===== src/rtl/ring_counter_pkg.sv =====
// Shared constants and the HOME-pattern helper for the ring/Johnson counter.
package ring_counter_pkg;

   localparam logic MODE_RING    = 1'b0;
   localparam logic MODE_JOHNSON = 1'b1;
   localparam logic DIR_RIGHT    = 1'b0;
   localparam logic DIR_LEFT     = 1'b1;

   // Widest counter the helper can describe; callers truncate to their WIDTH.
   localparam int unsigned MAX_WIDTH = 64;

   // HOME: ring = MSB one-hot, Johnson = all zeros.
   function automatic logic [MAX_WIDTH-1:0] home_pattern(input logic mode,
                                                         input int unsigned width);
      logic [MAX_WIDTH-1:0] v;
      v = '0;
      if (mode == MODE_RING) begin
         v = MAX_WIDTH'(1) << (width - 1);
      end
      return v;
   endfunction

endpackage


===== src/rtl/ring_johnson_counter_if.sv =====
// Control/status bundle between a sequencer client and ring_johnson_counter.
interface ring_johnson_counter_if #(
   parameter int unsigned WIDTH = 4
);
   logic             en;
   logic             mode;
   logic             dir;
   logic             ld;
   logic [WIDTH-1:0] ld_val;
   logic [WIDTH-1:0] count;
   logic             tc;
   logic             err;

   modport master (
      output en, mode, dir, ld, ld_val,
      input  count, tc, err
   );

   modport slave (
      input  en, mode, dir, ld, ld_val,
      output count, tc, err
   );
endinterface


===== src/rtl/ring_johnson_counter_next.sv =====
// Combinational successor and legality check for the ring/Johnson state.
module ring_next
   import ring_counter_pkg::*;
#(
   parameter int unsigned WIDTH = 4
) (
   input  logic [WIDTH-1:0] count,
   input  logic             mode,
   input  logic             dir,
   output logic [WIDTH-1:0] nxt,
   output logic             legal
);

   localparam int unsigned CW = $clog2(WIDTH + 1);

   logic [CW-1:0] w_ones;
   logic [CW-1:0] w_edges;
   logic          w_fb_right;
   logic          w_fb_left;

   // Popcount for ring legality; linear bit transitions for Johnson legality
   // (a Johnson state is a single 1-run anchored at MSB or LSB, so <=1 edge).
   always_comb begin
      w_ones  = '0;
      w_edges = '0;
      for (int i = 0; i < int'(WIDTH); i++) begin
         w_ones = w_ones + CW'(count[i]);
      end
      for (int i = 0; i < int'(WIDTH) - 1; i++) begin
         w_edges = w_edges + CW'(count[i] ^ count[i+1]);
      end
      legal = (mode == MODE_RING) ? (w_ones == CW'(1)) : (w_edges <= CW'(1));
   end

   // Rotate for ring, twisted rotate for Johnson.
   always_comb begin
      w_fb_right = (mode == MODE_JOHNSON) ? ~count[0]       : count[0];
      w_fb_left  = (mode == MODE_JOHNSON) ? ~count[WIDTH-1] : count[WIDTH-1];
      if (dir == DIR_RIGHT) begin
         nxt = {w_fb_right, count[WIDTH-1:1]};
      end else begin
         nxt = {count[WIDTH-2:0], w_fb_left};
      end
   end

endmodule


===== src/rtl/ring_johnson_counter.sv =====
// Parametrised ring / Johnson sequencer with load, self-correction and wrap pulse.
module ring_johnson_counter
   import ring_counter_pkg::*;
#(
   parameter int unsigned WIDTH = 4
) (
   input  logic                  clk,
   input  logic                  rst,
   ring_johnson_counter_if.slave bus
);

   logic [WIDTH-1:0] r_count;
   logic             r_mode_q;
   logic             r_tc;
   logic             r_err;

   logic [WIDTH-1:0] w_home;
   logic [WIDTH-1:0] w_nxt;
   logic             w_legal;
   logic [WIDTH-1:0] w_count_d;
   logic             w_mode_d;
   logic             w_tc_d;
   logic             w_err_d;

   // HOME always follows the live mode input: on reset and mode change that is
   // the new mode, otherwise it equals the registered mode.
   assign w_home = WIDTH'(home_pattern(bus.mode, WIDTH));

   ring_next #(.WIDTH(WIDTH)) u_next (
      .count (r_count),
      .mode  (r_mode_q),
      .dir   (bus.dir),
      .nxt   (w_nxt),
      .legal (w_legal)
   );

   // Priority mux: mode change > load > enabled step > hold.
   always_comb begin
      w_count_d = r_count;
      w_mode_d  = r_mode_q;
      w_tc_d    = 1'b0;
      w_err_d   = 1'b0;
      if (bus.mode != r_mode_q) begin
         w_count_d = w_home;
         w_mode_d  = bus.mode;
      end else if (bus.ld) begin
         w_count_d = bus.ld_val;
      end else if (bus.en) begin
         if (w_legal) begin
            w_count_d = w_nxt;
            w_tc_d    = (w_nxt == w_home);
         end else begin
            w_count_d = w_home;
            w_err_d   = 1'b1;
         end
      end
   end

   // State and status registers with synchronous active-low reset.
   always_ff @(posedge clk) begin
      if (!rst) begin
         r_count  <= w_home;
         r_mode_q <= bus.mode;
         r_tc     <= 1'b0;
         r_err    <= 1'b0;
      end else begin
         r_count  <= w_count_d;
         r_mode_q <= w_mode_d;
         r_tc     <= w_tc_d;
         r_err    <= w_err_d;
      end
   end

   assign bus.count = r_count;
   assign bus.tc    = r_tc;
   assign bus.err   = r_err;

endmodule

===== src/flat_wrapper.sv =====
// flat-port wrapper written by rule: the top's interface ports become plain ports
module ring_johnson_counter_flat import ring_counter_pkg::*;
#(
   parameter int unsigned WIDTH = 4
)
  (clk, rst, bus_en, bus_mode, bus_dir, bus_ld, bus_ld_val, bus_count, bus_tc, bus_err);
  ring_johnson_counter_if #(.WIDTH(WIDTH)) bus_i ();
  input  logic clk;
  input  logic rst;
  input wire logic [$bits(bus_i.en)-1:0] bus_en;
  input wire logic [$bits(bus_i.mode)-1:0] bus_mode;
  input wire logic [$bits(bus_i.dir)-1:0] bus_dir;
  input wire logic [$bits(bus_i.ld)-1:0] bus_ld;
  input wire logic [$bits(bus_i.ld_val)-1:0] bus_ld_val;
  output wire logic [$bits(bus_i.count)-1:0] bus_count;
  output wire logic [$bits(bus_i.tc)-1:0] bus_tc;
  output wire logic [$bits(bus_i.err)-1:0] bus_err;
  assign bus_i.en = bus_en;
  assign bus_i.mode = bus_mode;
  assign bus_i.dir = bus_dir;
  assign bus_i.ld = bus_ld;
  assign bus_i.ld_val = bus_ld_val;
  assign bus_count = bus_i.count;
  assign bus_tc = bus_i.tc;
  assign bus_err = bus_i.err;
  ring_johnson_counter #(.WIDTH(WIDTH)) u_core (.clk(clk), .rst(rst), .bus(bus_i));
endmodule

===== config.mk =====
export PLATFORM = sky130hd
export DESIGN_NAME = ring_johnson_counter_flat
export DESIGN_NICKNAME = d
export VERILOG_FILES = /design/src/rtl/ring_counter_pkg.sv /design/src/rtl/ring_johnson_counter_if.sv /design/src/rtl/ring_johnson_counter_next.sv /design/src/rtl/ring_johnson_counter.sv /design/src/flat_wrapper.sv
export SDC_FILE = /design/constraint.sdc
export NUM_CORES = 1
export LEC_CHECK = 0
export BUFFER_PORTS_ARGS = -buffer_cell sky130_fd_sc_hd__buf_2
export CAP_MARGIN = 0
export CORE_AREA = 2 2 39 41
export CTS_CLUSTER_DIAMETER = 50
export DETAILED_ROUTE_END_ITERATION = 10
export DIE_AREA = 0 0 41 43
export GPL_TIMING_DRIVEN = 0
export PLACE_DENSITY = 0.81
export SYNTH_ARGS = -nofsm -noshare
export SYNTH_HDL_FRONTEND = slang
export SYNTH_SLANG_ARGS = --single-unit
export TNS_END_PERCENT = 1

===== constraint.sdc =====
create_clock -name clk -period 3.51 [get_ports clk]
set_clock_uncertainty 0.2 [all_clocks]
set_input_delay 0 -clock clk [delete_from_list [all_inputs] [get_ports clk]]
set_output_delay 0 -clock clk [all_outputs]
set_load 0.01 [all_outputs]

==> results.json <==
{
  "status": "finished clean",
  "worstPathRequired_ns": 3.41,
  "totalWireLength_um": 1350,
  "hold_viol_final": 0,
  "crit_path_top_delay_cell": "fa_1",
  "path_clk_slew_ns": 0.06,
  "maxSlewViolCount": 0,
  "seq_area_frac_synth_pct": 31.9,
  "overflow": 0,
  "areaGrowthSynthToFinish_pct": 34.6,
  "min_from": "bus_dir",
  "vdd_drop_max_mv": 0.212,
  "critPathLaunchType": "flop",
  "fin_area_um2": 803,
  "power_density_mw_per_mm2": 363,
  "tns_ns": 0,
  "crit_buf_inv": 2,
  "syn_avg_cell_area_um2": 9.63,
  "end_kind": "flop",
  "first_pass_iters": 6,
  "fin_crit_sh_pct": 83.8,
  "grt_pass1_vias": 475,
  "fmax_mhz": 340,
  "synth_nets": 77,
  "syn_area_um2": 597,
  "cp_max_fo": 6,
  "fin_crit_ns": 2.94,
  "grt_max_degree": 11,
  "cts_resized": 0,
  "cts_buffers": 3,
  "die_area_mm2": 0.00176,
  "antenna_left": 0,
  "viasPerCell": 5.22,
  "ys_types": 26,
  "fillers": 130,
  "io_pins": 16,
  "clkLatencyLatePin_ns": 0.25,
  "synthCells": 62,
  "tightest_slew_ns": 0.495,
  "crit_family": "adder cells",
  "fp.dieH_um": 43,
  "path_cells": "inv_1, fa_1, inv_1, ha_1, ha_1, nor4b_1, a211oi_2, or3_1, a21oi_1",
  "antenna_found_initial": 0,
  "clock_sinks": 7,
  "hold_buffers": 9,
  "final_common_cell": "buf_2",
  "slew_headroom_pct": 66.9,
  "hold_class": "primary input to flop",
  "cts-root-buf": "clkbuf_4",
  "cp_slowest_stage_delay_ns": 0.54,
  "h-tree-depth": 1,
  "wl_per_cell_um": 12.8,
  "dpl.hpwl_um": 824,
  "die_w_um": 41,
  "cts_tree": "yes",
  "core.rowCount": 14,
  "drc": 0,
  "finalPower_uw": 291,
  "gp_congestion": 0.816,
  "cts_setup_buffers": 0,
  "rsz0062_at_grt": "false",
  "io_buffers": 14,
  "grt_use_total_pct": 16.9,
  "grt_pass1_wl_um": 2060,
  "setup_violations": 0,
  "yosysWarnings": 0,
  "synth_seq_cells": 7,
  "clock_path_buffers": 2,
  "r2r-start": "u_core.bus.count[0]",
  "drt-initial-drc-count": 9,
  "vias": 548,
  "diodes": 0,
  "drive_gt1_share_pct": 25.8,
  "layout_common_cells": "buf_2, dlygate4sd3_1, inv_1, a21oi_1",
  "core_area_mm2": 0.00138,
  "path_class": "flop to flop",
  "max-cap-violations": 0,
  "initial_core_util_pct": 43.1,
  "arrival_ns": 2.84,
  "power.leakage_uw": 0.000353,
  "setup.worst_path.start": "u_core.bus.count[0]",
  "fin_nets": 105,
  "placed_area_um2": 687
}
==> power breakdown <==
group | switching [uW] | leakage, uW | internal (uW)
logic | 55.0 | 0.000266 | 52.6
registers | 11.3 | 0.0000722 | 97.0
clock network | 31.8 | 0.0000150 | 43.5
==> routing by layer <==
metal / share of wire [%] / GRT usage (%) / wire length [um] / up-vias
met1: 49 / 24.3 / 658 / 258
li1: - / - / - / 275
met5: 0 / 0 / 0 / -
met2: 47 / 25.6 / 630 / 13
met3: 2.7 / 1.57 / 37 / 2
met4: 1.6 / 6.00 / 21 / 0
==> cell families (layout without fill, tap and decap cells) <==
group / count (synthesis) / count (layout) / synth area share, %
simple gates: 18 / 18 / 19.5
compound gates: 13 / 13 / 15.5
buf+inv: 10 / 37 / 7.55
flops: 7 / 7 / 31.9
xor+xnor: 6 / 6 / 8.80
fa+ha+maj: 5 / 5 / 11.7
mux: 3 / 3 / 5.03
==> metrics by stage <==
step | utilization [%] | worst slack, ns | cells | hold WS (ns)
after floorplan | - | 0.695 | 62 | -0.101
after global placement | 49.6 | 0.601 | 92 | 0.0711
after detailed placement | 49.6 | 0.558 | 92 | 0.0753
after CTS | 58.0 | 0.538 | 105 | 0.00496
after global routing | 58.0 | 0.405 | 105 | 0.0395
final | 58.0 | 0.569 | 105 | 0.00653
==> worst min-delay path, delay by kind of cell <==
family,cells,cell delay [ns]
simple gates,1,0.16
buf+inv,1,0.19
compound gates,1,0.07
==> worst paths after layout <==
| path | to | slack (ns) | cells after the start |
|---|---|---|---|
| max | u_core.bus.count[2] | 0.57 | 9 |
| min | u_core.bus.tc | 0.007 | 3 |
| max reg2reg | u_core.bus.count[2] | 0.57 | 9 |
| min reg2reg | u_core.bus.tc | 0.55 | 2 |
==> flip-flops by register name (all words and copies together), names as in the netlist <==
register,count
u_core.bus.count,4
u_core.bus.err,1
u_core.bus.tc,1
u_core.r_mode_q,1
==> final cells by class <==
cell class | instances | area, um2 | share of cell area (%)
Timing Repair Buffer | 23 | 160 | 19.9
Tap cell | 16 | 20.0 | 2.49
Clock buffer | 4 | 26.3 | 3.27
Inverter | 7 | 26.3 | 3.27
Buffer | 3 | 18.8 | 2.34
Sequential cell | 7 | 190 | 23.7
Multi-Input combinational cell | 45 | 362 | 45.0
==> synthesized netlist by cell type <==
| master | number | area [um2] |
|---|---|---|
| a211oi_2 | 1 | 12.5 |
| inv_1 | 7 | 26.3 |
| nor2_1 | 2 | 7.51 |
| nor2b_1 | 2 | 12.5 |
| xnor2_1 | 5 | 43.8 |
| nor3b_1 | 2 | 15.0 |
| nand2_1 | 4 | 15.0 |
| ha_1 | 4 | 50.1 |
| a21oi_1 | 6 | 30.0 |
| or3_1 | 3 | 18.8 |
| and4bb_2 | 1 | 12.5 |
| or4b_4 | 1 | 13.8 |
| edfxtp_1 | 5 | 150 |
| fa_1 | 1 | 20.0 |
| a2111oi_2 | 1 | 15.0 |
| nand2_2 | 1 | 6.26 |
| dfxtp_1 | 2 | 40.0 |
| nor4b_1 | 1 | 8.76 |
| a221oi_1 | 1 | 8.76 |
| o21ai_0 | 3 | 15.0 |
| mux2i_1 | 3 | 30.0 |
| nand4_1 | 1 | 6.26 |
| a2111o_1 | 1 | 11.3 |
| xor2_1 | 1 | 8.76 |
| clkbuf_1 | 2 | 7.51 |
| buf_6 | 1 | 11.3 |
No activity file was read; power rests on OpenSTA's default activity.
